===== src/rtl/vga_timing_gen.sv =====
// Parametrised VGA raster timing generator with pixel clock-enable and run control.
// All outputs are registered and decoded from the next raster position, so they never skew.
module vga_timing_gen #(
    parameter int H_ACTIVE = 640,
    parameter int H_FP     = 16,
    parameter int H_SYNC   = 96,
    parameter int H_BP     = 48,
    parameter int V_ACTIVE = 480,
    parameter int V_FP     = 10,
    parameter int V_SYNC   = 2,
    parameter int V_BP     = 33,
    parameter bit HS_POL   = 1'b0,
    parameter bit VS_POL   = 1'b0,
    parameter int CNT_W    = 10,
    parameter int FRAME_W  = 8
) (
    input  logic               pclk,
    input  logic               rst,
    input  logic               ce,
    input  logic               run,
    output logic [CNT_W-1:0]   x,
    output logic [CNT_W-1:0]   y,
    output logic               video_on,
    output logic               hsync,
    output logic               vsync,
    output logic               line_start,
    output logic               frame_start,
    output logic [FRAME_W-1:0] frame_cnt
);

    localparam int H_TOTAL  = H_ACTIVE + H_FP + H_SYNC + H_BP;
    localparam int V_TOTAL  = V_ACTIVE + V_FP + V_SYNC + V_BP;
    localparam int HS_START = H_ACTIVE + H_FP;
    localparam int HS_END   = HS_START + H_SYNC;
    localparam int VS_START = V_ACTIVE + V_FP;
    localparam int VS_END   = VS_START + V_SYNC;

    localparam logic [CNT_W-1:0] H_LAST = CNT_W'(H_TOTAL - 1);
    localparam logic [CNT_W-1:0] V_LAST = CNT_W'(V_TOTAL - 1);

    typedef enum logic {
        IDLE,
        RUN
    } state_t;

    state_t             state_q, state_d;
    logic [CNT_W-1:0]   x_q, x_d;
    logic [CNT_W-1:0]   y_q, y_d;
    logic               video_on_q, video_on_d;
    logic               hsync_q, hsync_d;
    logic               vsync_q, vsync_d;
    logic               line_start_q, line_start_d;
    logic               frame_start_q, frame_start_d;
    logic [FRAME_W-1:0] frame_cnt_q, frame_cnt_d;

    // Raster successor of the current position, valid while running.
    logic [CNT_W-1:0]   x_nxt, y_nxt;
    logic               frame_wrap;

    // Position to be loaded this edge, and whether a load happens at all.
    logic               load;
    logic [CNT_W-1:0]   px, py;

    function automatic logic in_active(input logic [CNT_W-1:0] xv, input logic [CNT_W-1:0] yv);
        return (int'(xv) < H_ACTIVE) && (int'(yv) < V_ACTIVE);
    endfunction

    function automatic logic in_hsync(input logic [CNT_W-1:0] xv);
        return (int'(xv) >= HS_START) && (int'(xv) < HS_END);
    endfunction

    function automatic logic in_vsync(input logic [CNT_W-1:0] yv);
        return (int'(yv) >= VS_START) && (int'(yv) < VS_END);
    endfunction

    always_comb begin
        x_nxt      = x_q + 1'b1;
        y_nxt      = y_q;
        frame_wrap = 1'b0;
        if (x_q == H_LAST) begin
            x_nxt = '0;
            if (y_q == V_LAST) begin
                y_nxt      = '0;
                frame_wrap = 1'b1;
            end else begin
                y_nxt = y_q + 1'b1;
            end
        end
    end

    // NOTE: every signal driven here gets a default first, so no path leaves a latch behind.
    always_comb begin
        state_d       = state_q;
        x_d           = x_q;
        y_d           = y_q;
        video_on_d    = video_on_q;
        hsync_d       = hsync_q;
        vsync_d       = vsync_q;
        line_start_d  = 1'b0;
        frame_start_d = 1'b0;
        frame_cnt_d   = frame_cnt_q;
        load          = 1'b0;
        px            = '0;
        py            = '0;

        if (!run) begin
            state_d    = IDLE;
            x_d        = '0;
            y_d        = '0;
            video_on_d = 1'b0;
            hsync_d    = ~HS_POL;
            vsync_d    = ~VS_POL;
        end else if (ce) begin
            unique case (state_q)
                IDLE: begin
                    state_d       = RUN;
                    load          = 1'b1;
                    line_start_d  = 1'b1;
                    frame_start_d = 1'b1;
                end
                RUN: begin
                    load          = 1'b1;
                    px            = x_nxt;
                    py            = y_nxt;
                    line_start_d  = (x_nxt == '0);
                    frame_start_d = frame_wrap;
                    if (frame_wrap) begin
                        frame_cnt_d = frame_cnt_q + 1'b1;
                    end
                end
                default: state_d = IDLE;
            endcase
        end

        // Decodes come from the position being loaded, keeping them aligned with x/y.
        if (load) begin
            x_d        = px;
            y_d        = py;
            video_on_d = in_active(px, py);
            hsync_d    = in_hsync(px) ? HS_POL : ~HS_POL;
            vsync_d    = in_vsync(py) ? VS_POL : ~VS_POL;
        end
    end

    // NOTE: sequential state uses non-blocking assignments so all flops update from pre-edge values.
    always_ff @(posedge pclk or posedge rst) begin
        if (rst) begin
            state_q       <= IDLE;
            x_q           <= '0;
            y_q           <= '0;
            video_on_q    <= 1'b0;
            hsync_q       <= ~HS_POL;
            vsync_q       <= ~VS_POL;
            line_start_q  <= 1'b0;
            frame_start_q <= 1'b0;
            frame_cnt_q   <= '0;
        end else begin
            state_q       <= state_d;
            x_q           <= x_d;
            y_q           <= y_d;
            video_on_q    <= video_on_d;
            hsync_q       <= hsync_d;
            vsync_q       <= vsync_d;
            line_start_q  <= line_start_d;
            frame_start_q <= frame_start_d;
            frame_cnt_q   <= frame_cnt_d;
        end
    end

    assign x           = x_q;
    assign y           = y_q;
    assign video_on    = video_on_q;
    assign hsync       = hsync_q;
    assign vsync       = vsync_q;
    assign line_start  = line_start_q;
    assign frame_start = frame_start_q;
    assign frame_cnt   = frame_cnt_q;

endmodule

===== config.mk =====
export PLATFORM = sky130hd
export DESIGN_NAME = vga_timing_gen
export DESIGN_NICKNAME = d
export VERILOG_FILES = /design/src/rtl/vga_timing_gen.sv
export SDC_FILE = /design/constraint.sdc
export NUM_CORES = 1
export LEC_CHECK = 0
export BUFFER_PORTS_ARGS = -buffer_cell sky130_fd_sc_hd__buf_2
export CORE_MARGIN = 3
export CORE_UTILIZATION = 35
export DETAILED_ROUTE_END_ITERATION = 10
export PLACE_DENSITY_LB_ADDON = 0.25
export RECOVER_POWER = 50
export SLEW_MARGIN = 15
export SYNTH_ARGS = -nofsm -noshare
export SYNTH_HDL_FRONTEND = slang
export SYNTH_SLANG_ARGS = --single-unit

===== constraint.sdc =====
create_clock -name pclk -period 2.37 [get_ports pclk]
set_input_delay 0 -clock pclk [delete_from_list [all_inputs] [get_ports pclk]]
set_output_delay 0 -clock pclk [all_outputs]
set_load 0.005 [all_outputs]

# == Yosys cells after proc, flatten, opt, wreduce, memory -nomap -nowiden ==
# Cells that the tools add are included.
# totals
wordCells,59
out_inout_bits,33
ff_bits,34
inputBits,4
# op_classes
n_reduce_logical,5
add_sub_neg,3
magnitude_cmp,6
n_mux,31
n_eq_ne,4
bitwise_logic,1
# op_table
op,count
$mux 10,12
$add 10x1->10 const B,2
$eq 10x10->1 const B,2
$lt 10x10->1 const B,2
$lt 10x9->1 const B,2
$mux 1,17
$ge 10x10->1 const B,1
$ge 10x9->1 const B,1
$logic_not 10->1,1
$add 8x1->8 const B,1
$pmux 1 s2,2
$reduce_and 4->1,1
$logic_and 1x1->1,3
$ne 2x1->1 const B,1
$ne 2x2->1 const B,1
$not 1->1,1

# == Logic depth before layout (Yosys ltp) ==
# depth
word_depth,10
ltp_mapped,9
mapped_depth_nobuf,8

# == Worst setup path before layout ==
# No wires, ideal clock.
# synth_path
path_type,register -> register
from,reg x_q[0] (netlist: x[0])
to,reg video_on_q (netlist: video_on)
path_slack_ps,14
period_less_slack_ps,2356
arrival_ps,2235
n_path_buf,1
setup_time_ps,122
t_required_ps,2248
stages_incl_launch_ff,9
cell_sequence,dfrtp_1 > ha_1 > and4_1 > buf_2 > nand4_2 > or3_4 > a2111oi_4 > o31ai_1 > a32o_1
# synth_via
elab_chain_len,8
elab_cells_between_ends,14
classes_between,1 x add/sub; 2 x order compare; 1 x eq/ne; 9 x mux; 1 x reduce/logical
# synth_rtl
element,line,source
start: declaration,47,"logic [CNT_W-1:0] x_q, x_d;"
start signal: assignment,149,x_q <= '0;
start signal: assignment,159,x_q <= x_d;
$add 10x1->10 / $eq 10x10->1 (equally long branches),"77, 80",
$mux 10,80,if (x_q == H_LAST) begin
$mux 10,114,unique case (state_q)
$mux 10,113,end else if (ce) begin
$mux 10,106,if (!run) begin
$lt 10x10->1 / $lt 10x9->1 (equally long branches),65,return (int'(xv) < H_ACTIVE) && (int'(yv) < V_ACTIVE);
$logic_and 1x1->1 *,65,
$mux 1 *,136,if (load) begin
end signal: assignment,161,video_on_q <= video_on_d;
end: declaration,49,"logic video_on_q, video_on_d;"
# Every way passes the cells marked *; elsewhere a longest branch is shown, timed or not.
# A chain may end at the register's enable or synchronous reset.

# == Worst setup path in the final report ==
# layout_path
from,reg x_q[7] (netlist: x[7])
to,reg line_start_q (netlist: line_start)
# layout_via
elab_chain_len,6
elab_cells_between_ends,7
classes_between,1 x add/sub; 1 x eq/ne; 4 x mux; 1 x reduce/logical
# layout_rtl
element,line,source
$add 10x1->10 / $eq 10x10->1 (equally long branches),"77, 80",
$mux 10 *,80,
$logic_not 10->1 *,125,line_start_d = (x_nxt == '0);
$pmux 1 s2 *,114,
$mux 1 *,113,
$mux 1 *,106,
named net line_start_d,52,"logic line_start_q, line_start_d;"
end signal: assignment,164,line_start_q <= line_start_d;
end: declaration,52,
# The timed path passes the listed nets; every way through them passes the cells marked *.

==> impl_metrics.json <==
{
  "postSynthCellCount": 230,
  "worstReg2RegStart": "x[7]",
  "seqPwrFrac": 0.538,
  "drt_iter0_drc": 118,
  "grt_pass1_wl_um": 8707,
  "p_int_w": 0.0008415,
  "synth_fp_nets": 238,
  "async_reset_ff_frac": 1.000,
  "fin_crit_ns": 2.232,
  "totalWireLength_um": 5192,
  "via_per_inst": 5.374,
  "grt_overflow": 0,
  "slew_violations": 0,
  "criticalPathCategory": "reg -> reg",
  "p_leak_nw": 1.124,
  "synth_top_cell_by_area": "dfrtp_1",
  "synth_area_leaders": "dfrtp_1, nand2_1, o21ai_0",
  "hold_viol_final": 0,
  "p_switching_w": 0.0002517,
  "post-route-period-util": 0.9419,
  "initial_core_util": 0.3670,
  "clk_path_buf_depth": 2,
  "status": "finished, final reports clean",
  "final_cells": 361,
  "slew_headroom": 0.4909,
  "seq_area_frac_synth": 0.4146,
  "hold_depth": 3,
  "worst-r2r-setup-slack_ns": 0.14,
  "grt_max_degree": 20,
  "grt_use_total": 0.1689,
  "finalSetupViolations": 0,
  "die_area_um2": 6837,
  "cp-end-kind": "register",
  "clkPwrFrac": 0.405,
  "worstSkewPairLatency_ns": 0.29,
  "swShare": 0.2303,
  "die_x_um": 82.69,
  "num_io_pins": 37,
  "clk_pin_slew_ns": 0.07,
  "synth_area_per_cell_um2": 8.949,
  "power_density_nw_per_um2": 431.0,
  "rr_worst_depth": 7,
  "ys_warn_count": 0,
  "postLayoutCellArea_um2": 2536,
  "yosysTopAreaCellShare": 0.3891,
  "rows": 27,
  "drcViolationCount": 0,
  "crit_chain": "clkbuf_1 > nand4_1 > xor2_1 > a31oi_1 > or4b_1 > a211o_1 > a21oi_1",
  "crit_family": "simple AND/OR/NAND/NOR gates",
  "yosys.cell_types.count": 46,
  "synth.most_common_cell": "nand2_1",
  "cts_max_level": 2,
  "cts.sinks": 34,
  "yosys_most_used_dff": "dfrtp_1",
  "post_cts_buffers": 0,
  "ant_nets": 0,
  "port_buffers": 36,
  "worst_slack_ns": 0.1377,
  "cap_viol_max_count": 0,
  "max_freq_mhz": 448.0,
  "n_antenna_cell": 0,
  "cts-root-buf": "clkbuf_8",
  "synth-edff-count": 0,
  "antenna_found_initial": 0,
  "vias": 1940,
  "fillers": 593,
  "cts_tree": "built",
  "place_hpwl_um": 3890,
  "crit_fanout": 8,
  "drive_gt1_frac": 0.1903,
  "r2r-end": "line_start",
  "cpPeakStageDelay_ns": 0.48,
  "syn_to_final_growth_pct": 23.22,
  "whs_endpoint": "frame_start",
  "required_ns": 2.58,
  "comb_power_share": 0.056,
  "gp_congestion": 0.8153,
  "syn_area_um2": 2058,
  "crit_path_start_kind": "register",
  "cp.arrival_ns": 2.45,
  "cp_num_buf_inv": 1,
  "cts-buffers-inserted": 5,
  "place_inst": 350,
  "tightest_slew_ns": 0.7628,
  "fin_setup_tns_ns": 0,
  "die_h_um": 82.69,
  "first_pass_iters": 4,
  "first_global_vias": 1787,
  "crit_path_top_delay_cell": "or4b_1",
  "yosys_register_bits": 34,
  "finalPower_w": 0.001093,
  "hold_class": "in -> reg",
  "core_um2": 5608,
  "finClkSkew_ns": 0.008266,
  "dpl_worst_slack_ns": 0.1263,
  "synth_common_cells": "nand2_1, dfrtp_1, o21ai_0, xnor2_1",
  "nNetsFinal": 296,
  "holdCritStartpoint": "ce",
  "wl_per_cell_um": 14.38,
  "rsz0062_at_grt": "false",
  "placedInstanceArea_um2": 2456,
  "peakVddDrop_mv": 0.1565
}
logic make-up (layout without fill, tap and decap cells):
logic type / count (synthesis) / count (layout) / synth area share
buffers and inverters: 19 / 78 / 0.04012
DFF: 34 / 34 / 0.4146
xor gates and xnor gates: 19 / 19 / 0.08085
AOI/OAI and AO/OA: 59 / 59 / 0.1891
and+or+nand+nor: 94 / 94 / 0.2456
adders and majority gates: 4 / 4 / 0.02432
muxes: 1 / 1 / 0.005471
worst max-delay path by stage:
stage,slack [ns],startpoint,depth (start not counted),to
final,0.14,x[7],7,line_start
after global placement,0.19,x[0],8,hsync
after global routing,0.006,x[7],7,line_start
after floorplan,0.01,x[0],8,video_on
after CTS,0.09,x[0],8,hsync
after detailed placement,0.13,x[0],8,hsync
power by group through the flow:
stage | Clock (W) | Sequential (W) | Combinational [W]
detailed placement | 0 | 0.000600 | 0.0000600
global route | 0.000491 | 0.000589 | 0.0000709
global placement | 0 | 0.000599 | 0.0000598
finish | 0.000443 | 0.000589 | 0.0000617
floorplan | 0 | 0.000600 | 0.0000324
CTS | 0.000462 | 0.000588 | 0.0000644
stage by stage:
step | utilization | hold slack, ns
after floorplan | - | 0.1221
after global placement | 0.4380 | 0.1770
after detailed placement | 0.4380 | 0.1822
after CTS | 0.4596 | 0.04758
after global routing | 0.4523 | 0.06879
final | 0.4523 | 0.05712
final cells by class:
| cell class | instances | area, µm² | area share |
|---|---|---|---|
| clock buffers | 7 | 86.33 | 0.03404 |
| clock inverters | 1 | 5.005 | 0.001973 |
| inverters | 6 | 22.52 | 0.008880 |
| multi-input cells | 177 | 1126 | 0.4440 |
| flip-flops and latches | 34 | 853.3 | 0.3365 |
| well taps | 72 | 90.09 | 0.03552 |
| repair buffers | 64 | 352.8 | 0.1391 |
metal layers:
layer,share of wire,GRT usage
met5,0,0
met4,0.013,0.06536
met3,0.054,0.03688
met2,0.46,0.2652
met1,0.48,0.2262
tightest hold or removal path, delay by kind of cell:
family	cells	cell delay, ns
simple gates	2	0.18
buf+inv	1	0.13
registers in the layout (all words and copies together), names as in the netlist:
name         count
x               10
y               10
frame_cnt        8
frame_start      1
hsync            1
line_start       1
state_q          1
video_on         1
vsync            1
cells in the final DEF, fill, tap and decap left out, drive strengths merged, types with 2 or more instances in the layout:
master,count
dlygate4sd3,3
a2111oi,2
a22o,2
o31ai,6
a211oi,3
nand2,36
nor2,11
o21ai,25
and2,3
o21a,3
clkbuf,29
buf,39
dfrtp,32
nand4,7
xor2,7
a21oi,7
a31oi,5
and3,5
nand2b,2
nand3,11
inv,6
nor3,6
dfstp,2
xnor2,12
and4,4
ha,4
repair_timing:
item	4_1_cts	5_1_grt
hold buffers	3	0
setup endpoints to repair	0	2
resized for setup	0	2
endpoints found under the hold margin	18	0
Power figures use the tool's default switching activity.
